==> src/rtl/serial_mag_compare_ctrl.sv <==
`default_nettype none
// ============================================================================
//  Module   : serial_mag_compare_ctrl
//  Purpose  : Bit-serial magnitude comparator. Captures two WIDTH-bit operands
//             on an accepted start, then examines one bit pair per clock from
//             the MSB downward. The scan stops at the first differing bit.
//             The result is reported as one-hot lesser/greater/equal flags
//             together with a single-cycle done pulse.
//  Ports    : clk            rising-edge clock
//             rst_n          synchronous active-low reset
//             start          compare request, honoured only while idle
//             a_in, b_in     operands, captured on the accepted start edge
//             busy           high while a compare is in progress
//             done           one-cycle pulse, flags valid from this cycle
//             lesser/greater/equal   A<B / A>B / A==B (one-hot once done)
//             bits_examined  bit positions compared in the last operation
//  Revision : 1.0  initial release
// ============================================================================
module serial_mag_compare_ctrl #(
    parameter int WIDTH = 8,
    parameter int CNT_W = $clog2(WIDTH + 1)
) (
    input  logic             clk,
    input  logic             rst_n,
    input  logic             start,
    input  logic [WIDTH-1:0] a_in,
    input  logic [WIDTH-1:0] b_in,
    output logic             busy,
    output logic             done,
    output logic             lesser,
    output logic             greater,
    output logic             equal,
    output logic [CNT_W-1:0] bits_examined
);

    localparam int IDX_W = $clog2(WIDTH);

    localparam logic [IDX_W-1:0] c_idx_msb = IDX_W'(WIDTH - 1);
    localparam logic [CNT_W-1:0] c_cnt_max = CNT_W'(WIDTH);

    typedef enum logic [0:0] {
        ST_IDLE    = 1'b0,
        ST_COMPARE = 1'b1
    } state_t;

    state_t           r_state;
    logic [WIDTH-1:0] r_a_sh;
    logic [WIDTH-1:0] r_b_sh;
    logic [IDX_W-1:0] r_idx;
    logic [CNT_W-1:0] r_cnt;
    logic             r_done;
    logic             r_lesser;
    logic             r_greater;
    logic             r_equal;

    state_t           w_state_nxt;
    logic [WIDTH-1:0] w_a_sh_nxt;
    logic [WIDTH-1:0] w_b_sh_nxt;
    logic [IDX_W-1:0] w_idx_nxt;
    logic [CNT_W-1:0] w_cnt_nxt;
    logic             w_done_nxt;
    logic             w_lesser_nxt;
    logic             w_greater_nxt;
    logic             w_equal_nxt;

    // The operands shift left each cycle, so the bit under examination
    // (original index r_idx) always sits in the MSB position.
    logic w_a_bit;
    logic w_b_bit;
    assign w_a_bit = r_a_sh[WIDTH-1];
    assign w_b_bit = r_b_sh[WIDTH-1];

    // ------------------------------------------------------------------
    // State and datapath registers
    // ------------------------------------------------------------------
    always_ff @(posedge clk) begin
        if (!rst_n) begin
            r_state   <= ST_IDLE;
            r_a_sh    <= '0;
            r_b_sh    <= '0;
            r_idx     <= '0;
            r_cnt     <= '0;
            r_done    <= 1'b0;
            r_lesser  <= 1'b0;
            r_greater <= 1'b0;
            r_equal   <= 1'b0;
        end else begin
            r_state   <= w_state_nxt;
            r_a_sh    <= w_a_sh_nxt;
            r_b_sh    <= w_b_sh_nxt;
            r_idx     <= w_idx_nxt;
            r_cnt     <= w_cnt_nxt;
            r_done    <= w_done_nxt;
            r_lesser  <= w_lesser_nxt;
            r_greater <= w_greater_nxt;
            r_equal   <= w_equal_nxt;
        end
    end

    // ------------------------------------------------------------------
    // Next-state and next-datapath logic
    // ------------------------------------------------------------------
    always_comb begin
        w_state_nxt   = r_state;
        w_a_sh_nxt    = r_a_sh;
        w_b_sh_nxt    = r_b_sh;
        w_idx_nxt     = r_idx;
        w_cnt_nxt     = r_cnt;
        w_done_nxt    = 1'b0;
        w_lesser_nxt  = r_lesser;
        w_greater_nxt = r_greater;
        w_equal_nxt   = r_equal;

        case (r_state)
            ST_IDLE: begin
                if (start) begin
                    w_a_sh_nxt    = a_in;
                    w_b_sh_nxt    = b_in;
                    w_idx_nxt     = c_idx_msb;
                    w_cnt_nxt     = '0;
                    w_lesser_nxt  = 1'b0;
                    w_greater_nxt = 1'b0;
                    w_equal_nxt   = 1'b0;
                    w_state_nxt   = ST_COMPARE;
                end
            end

            ST_COMPARE: begin
                if (r_cnt < c_cnt_max) begin
                    w_cnt_nxt = r_cnt + 1'b1;
                end

                if (w_a_bit && !w_b_bit) begin
                    w_greater_nxt = 1'b1;
                    w_done_nxt    = 1'b1;
                    w_state_nxt   = ST_IDLE;
                end else if (!w_a_bit && w_b_bit) begin
                    w_lesser_nxt = 1'b1;
                    w_done_nxt   = 1'b1;
                    w_state_nxt  = ST_IDLE;
                end else if (r_idx != '0) begin
                    w_idx_nxt  = r_idx - 1'b1;
                    w_a_sh_nxt = {r_a_sh[WIDTH-2:0], 1'b0};
                    w_b_sh_nxt = {r_b_sh[WIDTH-2:0], 1'b0};
                end else begin
                    // LSB reached with every bit pair matching.
                    w_equal_nxt = 1'b1;
                    w_done_nxt  = 1'b1;
                    w_state_nxt = ST_IDLE;
                end
            end

            default: begin
                w_state_nxt = ST_IDLE;
            end
        endcase
    end

    // ------------------------------------------------------------------
    // Outputs: all decoded directly from registers
    // ------------------------------------------------------------------
    assign busy          = (r_state == ST_COMPARE);
    assign done          = r_done;
    assign lesser        = r_lesser;
    assign greater       = r_greater;
    assign equal         = r_equal;
    assign bits_examined = r_cnt;

endmodule
`default_nettype wire

==> config.mk <==
export PLATFORM = sky130hd
export DESIGN_NAME = serial_mag_compare_ctrl
export DESIGN_NICKNAME = d
export VERILOG_FILES = /design/src/rtl/serial_mag_compare_ctrl.sv
export SDC_FILE = /design/constraint.sdc
export NUM_CORES = 1
export LEC_CHECK = 0
export ABC_AREA = 1
export CAP_MARGIN = 20
export CORE_MARGIN = 4
export CORE_UTILIZATION = 41
export CTS_BUF_LIST = sky130_fd_sc_hd__clkbuf_4 sky130_fd_sc_hd__clkbuf_8 sky130_fd_sc_hd__clkbuf_16
export CTS_CLUSTER_DIAMETER = 120
export DETAILED_ROUTE_END_ITERATION = 8
export DONT_BUFFER_PORTS = 1
export PLACE_DENSITY = 0.67
export SYNTH_ARGS = -nofsm -noshare
export SYNTH_HDL_FRONTEND = slang
export SYNTH_SLANG_ARGS = --single-unit
==> constraint.sdc <==
create_clock -name clk -period 2.9 [get_ports clk]
set_input_delay 0.435 -clock clk [delete_from_list [all_inputs] [get_ports clk]]
set_output_delay 0.435 -clock clk [all_outputs]
set_load 0.01 [all_outputs]
==> impl_metrics.yaml <==
timing:
  max_freq_mhz: 551
  hold_viol: 0
  final-setup-viol-count: 0
  finClkSkew_ps: 2.64
  setup-tns-final_ps: 0
  period_minus_slack_ps: 1820
  finalCritPeriodShare_pct: 62.6
  worst_pin_slew_ps: 618
  rsz0062_at_grt: "false"
  drv_slew: 0
  slew-limit-headroom_pct: 58.8
floorplan:
  io_pins: 28
  die_area_sq_um: 4700
  initial_core_util_pct: 43.7
  core_sq_um: 3440
  die_x_um: 68.5
  rows: 21
  fp.dieH_um: 68.5
global_route:
  grt_overflow: 0
  grt_pass1_vias: 1104
  grt_pass1_wl_um: 4900
  grt_start_max_net_pins: 32
  antenna_found_initial: 0
  track_usage_pct: 13.7
clock_network:
  clock_sinks: 28
  cts-resized-gates: 0
  clock_path_buffers: 2
  cts-htree-levels: 1
  cts_setup_buffers: 0
  hold_buffers: 0
  numCtsBuffers: 3
  cts_tree: "done"
  clockRootBuffer: "clkbuf_8"
  clock_latency_ps: 270
  path_clk_slew_ps: 90
layout:
  insertedDiodeCount: 0
  area_growth_pct: 1.67
  fillers: 350
  multi_input_area_sq_um: 779
  regArea_sq_um: 561
  drive_gt1_share_pct: 15.2
  postLayoutCellArea_sq_um: 1530
  nNetsFinal: 214
synthesis:
  synthSimpleGateAreaFrac_pct: 33.2
  yosysTopAreaCellShare_pct: 37.3
  yosysWarnings: 0
  synth.largest_area_cell: "dfxtp_1"
  yosys-mux-area-fraction_pct: 0
  synth_area_leaders: "dfxtp_1 37%, nand2_1 13%, nand3_2 9.3%"
  synth_xor_area_share_pct: 0
  ys_seq_area_share_pct: 37.3
  avgSynthCellArea_sq_um: 7.67
  syn_inst: 196
  synth_compound_area_share_pct: 16.2
  syn_nets: 218
  synth_fa_ha_area_share_pct: 2.50
  yosysUniqueCellTypes: 23
  synth_area_sq_um: 1500
  synth_top_family_by_area: "simple AND/OR/NAND/NOR gates"
  yosys_register_bits: 28
power_and_ir_drop:
  power.density_nw_per_um2: 734
  power_leakage_nw: 0.659
  ir_worst_vdd_mv: 0.218
critical_path:
  path_buf_inv: 2
  slowest_stage: "inv_2"
  arrival_ps: 2040
  path_cells: "inv_1, ha_1, nand3_4, nand2_2, inv_2, nand2_1, nor2_2, nand2_1, nand2_1"
  startpoint_type: "flop"
  cp_max_fo: 31
  crit_family: "simple AND/OR/NAND/NOR gates"
  max_stage_delay_ps: 460
  cp_common_cell: "nand2_1"
  critical_path_class: "flop to flop"
  cp.required_ps: 3120
  end_kind: "flop"
place:
  numPortBuffers: 0
  dp_hpwl_um: 1960
  dpl_cell_area_sq_um: 1470
  globalplace.congestion: 0.706
drt:
  viasPerCell: 4.92
  routed_wirelength_um: 2890
  drc_errors: 0
  dr_total_vias: 1166
  drt_pass1_iterations: 4
  wl_per_cell_um: 12.2
  ant_nets: 0
  first_iter_violations: 86
worst_hold_path:
  hp-class: "input port to flop"
status:
  status: "complete, no violations"
run:
  maxCapViolCount: 0
==> metrics by stage <==
stage | util (%) | instances | worst slack [ps] | total power (W) | hold slack [ps]
after floorplan | - | 196 | 1660 | 0.000876 | 441
after global placement | 42.8 | 233 | 1140 | 0.000889 | 455
after detailed placement | 42.8 | 233 | 1090 | 0.000897 | 456
after CTS | 44.4 | 237 | 1060 | 0.00114 | 259
after global routing | 44.4 | 237 | 932 | 0.00122 | 259
final | 44.4 | 237 | 1080 | 0.00112 | 274
==> layout make-up <==
cell class | instances | share of cell area (%)
inverter | 16 | 3.93
clock buffer | 4 | 3.60
timing repair buffer | 2 | 0.983
sequential | 28 | 36.7
multi-input combinational | 141 | 51.0
tap | 46 | 3.77
==> sequential cells by signal, summed over array words and instances, names as in the netlist, 3 cells and up <==
signal	count
r_a_sh	8
r_idx	3
r_b_sh	8
bits_examined	4
==> report_power, final <==
part	total (W)	leakage [nW]	switching (W)	internal (W)
logic	0.000379	0.400	0.000241	0.000138
registers	0.000504	0.231	0.0000461	0.000458
clock network	0.000238	0.0288	0.000117	0.000122
total	0.00112	0.659	0.000404	0.000718
==> path summary, 6_finish.rpt <==
kind	start	endpoint	slack, ps	cells past startpoint
setup reg to reg	r_idx[0]	r_idx[2]	1080	9
hold / removal	rst_n	r_b_sh[7]	270	2
hold reg to reg	r_a_sh[0]	r_a_sh[0]	470	2
setup / recovery	r_idx[0]	r_idx[2]	1080	9
==> layer usage <==
metal  global-route usage (%)  part of all wire, %  wire length [um]  vias to the layer above
li1                         -                    -                 -                      621
met1                     16.9                   45              1300                      516
met2                     21.8                   46              1330                       25
met3                     4.38                  6.8               197                        4
met4                     5.96                  1.8                52                        0
met5                        0                    0                 0                        -
==> synthesized netlist by cell type (all sizes together) <==
| cell | n |
|---|---|
| o21ai | 1 |
| nand2 | 55 |
| dfxtp | 28 |
| ha | 3 |
| buf | 10 |
| clkbuf | 1 |
| a21boi | 14 |
| nand3 | 21 |
| a21oi | 25 |
| nor2 | 19 |
| nand4 | 1 |
| o21bai | 1 |
| nand3b | 1 |
| inv | 16 |
==> kinds of logic (layout without fill, tap and decap cells) <==
group,Yosys count,after routing
DFF,28,28
and+or+nand+nor,97,97
AOI/OAI and AO/OA,41,41
adders and majority gates,3,3
buffers and inverters,27,22
==> placed cells by master, fill, tap and decap left out, drive strengths merged <==
cell type and n:
buf 2, nand4 1, inv 16, a21oi 25
a21boi 14, ha 3, dfxtp 28, nand3 21
nand2 55, nand3b 1, clkbuf 4, o21ai 1
nor2 19, o21bai 1
(Power assumes the default switching activity.)
